## config.mk

```make
export PLATFORM = sky130hd
export DESIGN_NAME = ita_serdiv_array
export DESIGN_NICKNAME = d
export VERILOG_FILES = /design/src/rtl/ita_package.sv /design/src/rtl/ita_serdiv_lane.sv /design/src/rtl/ita_serdiv_array.sv
export SDC_FILE = /design/constraint.sdc
export NUM_CORES = 1
export LEC_CHECK = 0
export ABC_AREA = 1
export ABC_CLOCK_PERIOD_IN_PS = 2390
export CORE_ASPECT_RATIO = 1.5
export CORE_UTILIZATION = 62
export CTS_BUF_LIST = sky130_fd_sc_hd__clkbuf_4 sky130_fd_sc_hd__clkbuf_8
export DETAILED_ROUTE_END_ITERATION = 12
export PLACE_DENSITY = 0.93
export SLEW_MARGIN = 10
export SYNTH_ARGS = -nofsm -noshare
export SYNTH_HDL_FRONTEND = slang
export SYNTH_SLANG_ARGS = --single-unit
```

## constraint.sdc

```tcl
create_clock -name clk_i -period 2.39 [get_ports clk_i]
set_clock_uncertainty 0.2 [all_clocks]
set_input_delay 0.717 -clock clk_i [delete_from_list [all_inputs] [get_ports clk_i]]
set_output_delay 0.717 -clock clk_i [all_outputs]
set_load 0.05 [all_outputs]
```

## src/rtl/ita_package.sv

```systemverilog
// Shared constants and lane state encoding for the softmax serial divider array.
// Optional feature macro used by the lanes: ITA_SERDIV_FASTPATH_EN.
package ita_package;

  localparam int unsigned NumDiv              = 4;
  localparam int unsigned SoftmaxAccDataWidth = 17;
  localparam int unsigned DividerWidth        = 24;
  localparam logic [DividerWidth-1:0] Numerator = 24'h800000;

  typedef enum logic [1:0] {
    IDLE = 2'd0,
    BUSY = 2'd1,
    DONE = 2'd2
  } serdiv_state_e;

endpackage

```

## src/rtl/ita_serdiv_lane.sv

```systemverilog
// One bit-serial restoring divider lane computing Numerator / divisor.
// ITA_SERDIV_FASTPATH_EN: divisors 0 and 1 bypass the iterations and finish in one cycle.
module ita_serdiv_lane #(
  parameter int unsigned InWidth      = ita_package::SoftmaxAccDataWidth,
  parameter int unsigned DividerWidth = ita_package::DividerWidth,
  parameter logic [DividerWidth-1:0] Numerator = ita_package::Numerator
) (
  input  logic                    clk_i,
  input  logic                    rst_ni,
  input  logic [InWidth-1:0]      div_inp_i,
  input  logic                    valid_i,
  output logic                    ready_o,
  output logic                    valid_o,
  input  logic                    ready_i,
  output logic [DividerWidth-1:0] oup_o,
  output logic                    busy_o
);
  import ita_package::*;

  localparam int unsigned CntWidth = $clog2(DividerWidth);

  serdiv_state_e           state_q, state_d;
  logic [InWidth-1:0]      divisor_q, divisor_d;
  logic [InWidth:0]        rem_q, rem_d;
  logic [DividerWidth-1:0] q_q, q_d;
  logic [DividerWidth-1:0] oup_q, oup_d;
  logic [CntWidth-1:0]     cnt_q, cnt_d;

  logic [InWidth+1:0]      rem_shift;
  logic                    sub_ok;

  always_comb begin
    rem_shift = {rem_q, q_q[DividerWidth-1]};
    sub_ok    = rem_shift >= (InWidth+2)'(divisor_q);

    state_d   = state_q;
    divisor_d = divisor_q;
    rem_d     = rem_q;
    q_d       = q_q;
    oup_d     = oup_q;
    cnt_d     = cnt_q;

    case (state_q)
      IDLE: begin
        if (valid_i) begin
          divisor_d = div_inp_i;
          rem_d     = '0;
          q_d       = Numerator;
          cnt_d     = CntWidth'(DividerWidth - 1);
          state_d   = BUSY;
`ifdef ITA_SERDIV_FASTPATH_EN
          if (div_inp_i <= InWidth'(1)) begin
            state_d = DONE;
            oup_d   = (div_inp_i == '0) ? '1 : Numerator;
          end
`endif
        end
      end
      BUSY: begin
        rem_d = sub_ok ? (InWidth+1)'(rem_shift - (InWidth+2)'(divisor_q))
                       : rem_shift[InWidth:0];
        q_d   = {q_q[DividerWidth-2:0], sub_ok};
        if (cnt_q == '0) begin
          state_d = DONE;
          // Zero divisor saturates explicitly rather than trusting the iteration.
          oup_d   = (divisor_q == '0) ? '1 : q_d;
        end else begin
          cnt_d = cnt_q - CntWidth'(1);
        end
      end
      DONE: begin
        if (ready_i) begin
          state_d = IDLE;
          oup_d   = '0;
        end
      end
      default: begin
        state_d = IDLE;
        oup_d   = '0;
      end
    endcase
  end

  always_ff @(posedge clk_i or negedge rst_ni) begin
    if (!rst_ni) begin
      state_q   <= IDLE;
      divisor_q <= '0;
      rem_q     <= '0;
      q_q       <= '0;
      oup_q     <= '0;
      cnt_q     <= '0;
    end else begin
      state_q   <= state_d;
      divisor_q <= divisor_d;
      rem_q     <= rem_d;
      q_q       <= q_d;
      oup_q     <= oup_d;
      cnt_q     <= cnt_d;
    end
  end

  assign ready_o = (state_q == IDLE);
  assign valid_o = (state_q == DONE);
  assign busy_o  = (state_q != IDLE);
  assign oup_o   = oup_q;

endmodule

```

## src/rtl/ita_serdiv_array.sv

```systemverilog
// Array of independent serial divider lanes answering the softmax division FIFO.
// Lane behaviour depends on ITA_SERDIV_FASTPATH_EN (see ita_serdiv_lane).
module ita_serdiv_array #(
  parameter int unsigned NumDiv       = ita_package::NumDiv,
  parameter int unsigned InWidth      = ita_package::SoftmaxAccDataWidth,
  parameter int unsigned DividerWidth = ita_package::DividerWidth,
  parameter logic [DividerWidth-1:0] Numerator = ita_package::Numerator
) (
  input  logic                                 clk_i,
  input  logic                                 rst_ni,
  input  logic [InWidth-1:0]                   div_inp_i,
  input  logic [NumDiv-1:0]                    div_valid_i,
  output logic [NumDiv-1:0]                    div_ready_o,
  output logic [NumDiv-1:0]                    div_valid_o,
  input  logic [NumDiv-1:0]                    div_ready_i,
  output logic [NumDiv-1:0][DividerWidth-1:0]  div_oup_o,
  output logic                                 busy_o
);
  import ita_package::*;

  logic [NumDiv-1:0] lane_busy;

  for (genvar gi = 0; gi < NumDiv; gi++) begin : g_lane
    ita_serdiv_lane #(
      .InWidth      (InWidth),
      .DividerWidth (DividerWidth),
      .Numerator    (Numerator)
    ) i_lane (
      .clk_i     (clk_i),
      .rst_ni    (rst_ni),
      .div_inp_i (div_inp_i),
      .valid_i   (div_valid_i[gi]),
      .ready_o   (div_ready_o[gi]),
      .valid_o   (div_valid_o[gi]),
      .ready_i   (div_ready_i[gi]),
      .oup_o     (div_oup_o[gi]),
      .busy_o    (lane_busy[gi])
    );
  end

  assign busy_o = |lane_busy;

endmodule

```

==> key figures, run 1 <==
Yosys
  • Cells after synthesis: 2,766
  • Synth Area per Inst: 7.52 µm²
  • Synth cell types: 47
  • XOR/XNOR Fraction of Synth Area: 1.18%
  • Register area share after synthesis: 43.3%
  • Synth Area in Simple Gates: 30.5%
  • Yosys warnings: 0
  • Syn_nets: 2,873
  • Post-synthesis cell area: 20,800 µm²
  • Ys async rst share: 100%
  • Yosys reg bits: 360
  • Prevailing post-synth register cell: dfrtp_1
  • Largest family of logic cells by synthesized area: simple AND/OR/NAND/NOR gates
  • Compound-Gate Fraction of Synth Area: 8.76%
  • Post-Synth Adder-Cell Area: 4.96%
  • Post-synth EDFFs: 0
  • Mux contribution to synthesized area: 0%

Floorplanning
  • I/O pin count: 132
  • Initial Util: 63.3%
  • Core Rows: 81
  • Core area: 32,800 µm²
  • Die H: 226 µm
  • Die width: 152 µm
  • Die Area: 34,300 µm²

STA
  • Relative slew margins: 34.4%
  • Post-route setup slack: -0.166 ns
  • Final Cycle Share: 107%
  • Max Freq: 391 MHz
  • Setup-failing EPs final: 6
  • Final Critical Period: between 2 and 3 ns
  • Worst slew pin tran: 0.985 ns
  • Final Hold Fails: 0
  • Hold_ws: approximately 0.28 ns
  • RSZ-0062 raised after global routing: yes
  • Max Slew Vio Count: 0

Global routing
  • First-pass GRT wire length: 92,700 µm
  • M1 GR Usage: 38.1%
  • Initial antenna violation count: 0
  • GR Util All Layers: 34.2%
  • Met3 usage: 5.07%
  • Met2 usage: 60.6%
  • Total gr overflow: 0
  • Most Crowded Layer GR: met2
  • Vias in the first global route: 19,468
  • Largest net degree at the start of global routing: 74

Worst hold path
  • Cells on Worst Hold Path: 2
  • Hold WC Path Type: register to register
  • Hold path start: g_lane[1].i_lane.oup_o[14]
  • Endpoint, Worst Hold: g_lane[1].i_lane.oup_o[14]

Clock network
  • H-tree depth: 2
  • Clock latency on the worst-skew pair: 0.64 ns
  • Total CTS buffers: 52
  • CTS tree: yes
  • Root buffer cell: clkbuf_8
  • Clock transition at path regs: 0.07 ns
  • Sink Count: 360
  • Maximum root-to-sink buffer count: 3

Placement
  • Place WS: -0.157 ns
  • RePlAce Congestion: about 0.97
  • Cell Area, Placed: roughly 23,000 µm²
  • Dpl hpwl: 40,200 µm
  • Placed Instances: 3,319
  • I/O Buffers: 131

Detailed routing
  • Initial drt markers: 1,270
  • Final WL: 58,100 µm
  • Vias per inst: 5.66
  • Post-route ant nets: 0
  • Initial DRT Pass Iterations: 6
  • Vias post-DR: around 19,000
  • Drt drc: 0
  • Routed WL per cell: 16.9 µm

Setup path
  • FF-to-FF End: g_lane[3].i_lane.oup_o[0]
  • WP data arrival: 1.64 ns
  • Critical path class: register to output port
  • CP Launch Type: register
  • R2R setup slack: 0.02 ns
  • Worst setup EP type: output port
  • R2R cell count: 9
  • R2R Path Start: g_lane[3].i_lane.divisor_q[16]
  • CP required: 1.47 ns
  • Crit-path max FO: 2

Final layout
  • Fin cells: ~3,400
  • Nets: 3,087
  • Ant diodes: 0
  • Finished Cell Area: 24,400 µm²
  • Share of cells above drive strength 1: 17.1%
  • Area grow syn2layout: 17.2%

Status
  • Status: finished, violations left
  • Failing checks: negative setup slack

Run
  • Max Cap Viol: 0
==> cell usage after synthesis, types with 4 or more instances <==
library cell  instances  area, µm²
a21oi_1              49        245
a31oi_1               4       25.0
and2_1                5       31.3
buf_2                27        135
buf_4                14        105
buf_6                13        146
clkbuf_1             35        131
dfrtp_1             360       9010
fa_1                  4       80.1
ha_1                 76        951
inv_1               443       1660
inv_2                26       97.6
nand2_1             949       3560
nand2_2              31        194
nand2_4               5       56.3
nand3_1             140        701
nand3_2              44        440
nand3b_1             39        293
nand4_1              23        144
nor2_1               94        353
nor2_2               18        113
nor2_4                9        101
nor3_1               18       90.1
nor3_2                4       40.0
o21ai_0             175        876
o21ai_1              13       65.1
o22ai_1              86        538
or2_2                 7       43.8
xnor2_1              23        201
xor2_1                5       43.8
==> cell usage in the layout (no fill, tap or decap), types with 19 or more instances in the layout <==
master and count:
o22ai_1 86, inv_1 438, nor2_1 84, ha_1 68, xnor2_1 23, buf_4 196
nor2_2 19, nand4_1 23, a21oi_1 46, nand3_1 140, clkdlybuf4s50_1 25, dfrtp_1 356
nand2_2 37, clkbuf_8 64, buf_12 24, nand2_1 942, nand3b_1 39, nand3_2 44
inv_2 28, o21ai_0 175
==> cell type report <==
type                    count  area, µm²
clock buffers              76        971
clock inverters            15        150
fillers                  2245       8460
multi-input cells        1845       9670
inverters                 469       1770
well taps                 415        519
flip-flops and latches    360       9010
repair buffers            252       2290
==> worst max-delay path by stage <==
stage | start | end | slack (ns) | depth (start not counted)
2_1_floorplan | g_lane[1].i_lane.q_q[23] | g_lane[1].i_lane.rem_q[10] | 0.38 | 14
3_3_place_gp | g_lane[0].i_lane.rem_q[15] | g_lane[0].i_lane.rem_q[15] | -0.07 | 7
6_report | g_lane[1].i_lane.state_q[0] | busy_o | -0.17 | 4
5_1_grt | g_lane[2].i_lane.state_q[0] | busy_o | -0.22 | 3
3_5_place_dp | g_lane[0].i_lane.rem_q[15] | g_lane[0].i_lane.rem_q[14] | -0.16 | 7
4_1_cts | g_lane[2].i_lane.state_q[0] | busy_o | -0.14 | 3
==> metal layers <==
layer  up-vias  routed length, µm  share of wire, %
met1      9138              21000                36
met4         0               3560               6.1
li1       9112                  -                 -
met2       877              29700                51
met3       282               3780               6.5
met5         -                  0                 0
==> state kept, by name (all words and copies together), names as in the netlist <==
name,cells
g_lane.i_lane.divisor_q,68
g_lane.i_lane.state_q,8
g_lane.i_lane.oup_o,96
g_lane.i_lane.rem_q,72
g_lane.i_lane.q_q,96
g_lane.i_lane.cnt_q,20
==> stage by stage <==
stage,setup TNS [ns],util [%]
after floorplan,0,-
after global placement,-0.992,69.6
after detailed placement,-3.30,69.6
after CTS,-0.357,73.4
after global routing,-1.09,74.2
final,-0.438,74.2
==> cells by family (layout without fill, tap and decap cells) <==
group | Yosys count | in the layout
AO/OA/AOI/OAI | 335 | 335
XOR/XNOR | 28 | 28
adder cells (fa/ha/maj) | 80 | 80
buffers and inverters | 563 | 812
flip-flops | 360 | 360
AND/OR/NAND/NOR | 1400 | 1402
==> critical path: stages (launching register included) <==
cell and delay, ns:
dfrtp_1 0.40, nor2_1 0.11, buf_4 0.19, nand4_1 0.14, buf_6 0.19
==> what timing repair did <==
item | 4_1_cts | 5_1_grt
pin swaps | 5 | 6
setup buffers | 7 | 14
gates resized for setup | 21 | 45
hold endpoints to repair | 24 | 0
endpoints found under the setup margin | 43 | 80
hold buffers | 1 | 0
cloned | 0 | 2
Power of run 1 is not shown: default switching activity piles up to over one toggle a cycle in this logic, so the estimate is an artifact.
==> inputs of run 2 (changes only) <==
- GPL_TIMING_DRIVEN: unset -> 0
- SETUP_SLACK_MARGIN: unset -> 0.4
==> key figures, run 2 <==
Yosys
  • Cells after synthesis: 2,766 (unchanged)
  • Top-area cell type share of the netlist area: 43.3% (unchanged)
  • Syn_nets: 2,873 (unchanged)
  • Commonest cells in the netlist: 949 x nand2_1, 443 x inv_1, 360 x dfrtp_1, 175 x o21ai_0, 140 x nand3_1 (unchanged)
  • Synth cell types: 47 (unchanged)
  • Cell taking the most area after synthesis: dfrtp_1 (unchanged)
  • Prevailing post-synth register cell: dfrtp_1 (unchanged)
  • Register area share after synthesis: 43.3% (unchanged)
  • Synth Area per Inst: 7.52 µm² (unchanged)
  • Ys async rst share: 100% (unchanged)
  • Count leader, synth: nand2_1 (unchanged)
  • Post-synth EDFFs: 0 (unchanged)
  • Yosys warnings: 0 (unchanged)
  • Synth top area cells: dfrtp_1 43%, nand2_1 17%, inv_1 8.0% (unchanged)
  • Yosys reg bits: 360 (unchanged)
  • Post-synthesis cell area: 20,800 µm² (unchanged)

Status
  • Halt Stage: 5_1_grt
  • Status: did not finish (was finished, violations left)
  • Err: [ERROR GRT-0232] Routing congestion too high. Check the congestion heatmap in the GUI.

Global routing
  • Largest net degree at the start of global routing: 110
  • Total gr overflow: 105
  • GR Util All Layers: 74.2%

STA
  • Kind of the worst endpoint: top-level output
  • GR repair worst EP: busy_o

Floorplanning
  • I/O pin count: 132 (unchanged)
  • Die H: 226 µm (unchanged)
  • Die width: 152 µm (unchanged)
  • Initial Util: 63.3% (unchanged)
  • Core Rows: 81 (unchanged)

Clock network
  • H-tree depth: 2 (unchanged)
  • Maximum root-to-sink buffer count: 3 (unchanged)
  • Sink Count: 360 (unchanged)
  • Total CTS buffers: 52 (unchanged)
  • Root buffer cell: clkbuf_8 (unchanged)

Placement
  • Dpl hpwl: 39,800 µm (was 40,200 µm)
  • Cell Area, Placed: 22,800 µm² (about the same)
  • RePlAce Congestion: 0.980 (was 0.973)
  • I/O Buffers: 131 (unchanged)
run 2: cell counts after synthesis:
No cell type changed its count.
run 2: cell families after synthesis:
kind of cell    share of synthesized area, %
simple gates                            30.5
buf+inv                                 11.3
flops                                   43.3
compound gates                          8.76
fa+ha+maj                               4.96
xor+xnor                                1.18
run 2: metrics by stage:
| step | cells | hold slack [ns] | utilization (%) | TNS, ns | setup slack [ns] |
|---|---|---|---|---|---|
| floorplan | 2766 | 0.221 | - | 0 | 0.400 |
| global placement | 3312 | 0.261 | 69.1 | -5205.64 | -14.52 |
| detailed placement | 3315 | 0.262 | 69.4 | -36.86 | -0.381 |
| CTS | 3502 | -0.129 | 78.9 | -0.462 | -0.147 |
run 2: routing by layer:
layer,track usage (%),GRT overflow
met4,71.2,48
met3,61.0,2
met1,73.3,6
met5,33.5,0
met2,90.1,49
run 2: repair_timing:
action / CTS
gates resized for setup: 998
endpoints found under the hold margin: 79
buffers inserted: 92
endpoints found under the setup margin: 355
pin swaps: 90
cloned: 5
==> inputs of run 3 (changes only) <==
- CORE_ASPECT_RATIO: 1.5 -> unset
- CORE_UTILIZATION: 62 -> 40
- CTS_BUF_LIST: sky130_fd_sc_hd__clkbuf_4 sky130_fd_sc_hd__clkbuf_8 -> unset
- PLACE_DENSITY: 0.93 -> unset
- PLACE_DENSITY_LB_ADDON: unset -> 0.15
- SETUP_SLACK_MARGIN: 0.4 -> unset
==> key figures, run 3 (same netlist as run 1, synthesis figures left out) <==
Run
  • Max Cap Viol: 0

Detailed routing
  • Drt drc: 0
  • DRT met1 WL: 26,700 µm
  • Initial DRT Pass Iterations: 5
  • Final WL: 53,700 µm
  • Post-route ant nets: 0
  • Routed WL per cell: 14.6 µm
  • Met2 wire length: ~24,000 µm
  • Initial drt markers: 991
  • Routed wl met3: ~2400 µm
  • Top Metal Used: met5
  • Vias per inst: ~4.8
  • Vias post-DR: 17,673

Status
  • Status: finished, violations left (was did not finish)
  • Failing checks: negative setup slack

Floorplanning
  • Core area: 51,300 µm²
  • Initial Util: 40.5% (was 63.3%)
  • I/O pin count: 132 (unchanged)
  • Die Area: 52,900 µm²
  • Core Rows: 83 (was 81)
  • Die width: 230 µm (was 152 µm)
  • Die H: 230 µm (was 226 µm)

Setup path
  • R2R setup slack: 0.11 ns
  • Crit-path max FO: 3
  • Worst setup EP type: output port
  • FF-to-FF End: g_lane[3].i_lane.oup_o[0]
  • CP Launch Type: register
  • R2R cell count: 9
  • CP required: 1.47 ns
  • WP data arrival: between 1.5 and 2 ns
  • R2R Path Start: g_lane[3].i_lane.divisor_q[16]
  • Critical path class: register to output port

Placement
  • Place WS: -0.486 ns (was -0.381 ns)
  • I/O Buffers: 131 (unchanged)
  • Dpl hpwl: 40,300 µm (was 39,800 µm)
  • RePlAce Congestion: 0.894 (was 0.980)
  • Placed Instances: 3,581 (was 3,315)

Worst hold path
  • Hold WC Path Type: register to register
  • Cells on Worst Hold Path: 2
  • Endpoint, Worst Hold: g_lane[0].i_lane.oup_o[16]
  • Hold path start: g_lane[0].i_lane.oup_o[16]

Global routing
  • Initial antenna violation count: 1
  • First-pass GRT wire length: 88,500 µm
  • Largest net degree at the start of global routing: 101
  • Total gr overflow: 0
  • GR Util All Layers: 20.5%
  • Vias in the first global route: 17,209

Clock network
  • Root buffer cell: clkbuf_16 (was clkbuf_8)
  • H-tree depth: 2 (unchanged)
  • Clock transition at path regs: 0.06 ns
  • Maximum root-to-sink buffer count: 3 (unchanged)
  • Sink Count: 360 (unchanged)
  • CTS tree: yes
  • Total CTS buffers: 41 (was 52)
  • Clock latency on the worst-skew pair: roughly 0.57 ns

Final layout
  • Nets: ~3,100
  • Fin cells: between 3,000 and 4,000
  • Commonest non-fill, non-tap cell in the layout: nand2_1
  • Area grow syn2layout: 19.4%
  • Most frequent cells in the layout: 944 x nand2_1, 436 x inv_1, 355 x dfrtp_1
  • Ant diodes: 0
  • Share of cells above drive strength 1: 13.6%

STA
  • Post-route setup slack: -0.0838 ns
  • Setup-failing EPs final: 3
  • Max Slew Vio Count: 0
  • Worst slew pin tran: around 0.61 ns
  • Final Critical Period: 2.47 ns
  • Max Freq: approximately 400 MHz
  • Final Hold Fails: 0
  • Final Cycle Share: 104%
  • Hold_ws: between 0.2 and 0.3 ns
  • RSZ-0062 raised after global routing: yes
  • Final setup TNS: -0.120 ns
  • Relative slew margins: 58.8%
==> run 3: layout make-up <==
| class | instances | area, µm² |
|---|---|---|
| buffer | 91 | 596 |
| clock buffer | 54 | 1110 |
| clock inverter | 19 | 193 |
| fill | 5186 | 26500 |
| inverter | 469 | 1760 |
| multi-input combinational | 1843 | 9680 |
| sequential | 360 | 9010 |
| tap | 680 | 851 |
| timing repair buffer | 160 | 1620 |
==> run 3: critical path, stage by stage, from the launching register on <==
cell and delay, ns:
dfrtp_2 0.43, nor2_4 0.16, buf_12 0.13, nand4_1 0.09, buf_6 0.18
==> run 3: worst max path at each step <==
stage	from	end	slack, ns	cells past startpoint
floorplan	g_lane[1].i_lane.q_q[23]	g_lane[1].i_lane.rem_q[10]	0.38	14
finish	g_lane[1].i_lane.state_q[1]	busy_o	-0.08	4
global placement	rst_ni	g_lane[0].i_lane.rem_q[17]	-15.61	1
detailed placement	g_lane[1].i_lane.state_q[1]	div_ready_o[1]	-0.49	3
CTS	g_lane[1].i_lane.state_q[0]	busy_o	-0.14	4
global route	g_lane[1].i_lane.state_q[0]	busy_o	-0.15	4
==> run 3: metal layers <==
metal	track usage, %	up-vias
li1	-	9099
met1	29.4	8209
met2	32.2	296
met3	3.25	67
met4	4.78	2
met5	0	-
==> run 3: per-stage QoR <==
stage               cell area [µm²]  util [%]
detailed placement            23100      45.0
floorplan                     20800         -
finish                        24800      48.4
global placement              23000      44.7
CTS                           24500      47.7
global route                  24800      48.4
==> run 3: timing repair <==
action,CTS,global route
setup buffers,3,19
hold buffers,1,0
endpoints found under the hold margin,43,0
pin swaps,3,14
cloned,0,2
endpoints found under the setup margin,140,131
gates resized for setup,262,120
Power of run 3 is left out for the same reason.
==> inputs of run 4 (changes only) <==
- CAP_MARGIN: unset -> 20
==> results of run 4 <==
Same layout as run 3: the final DEF is identical, and so are final timing and power.
Power of run 4 is left out for the same reason.
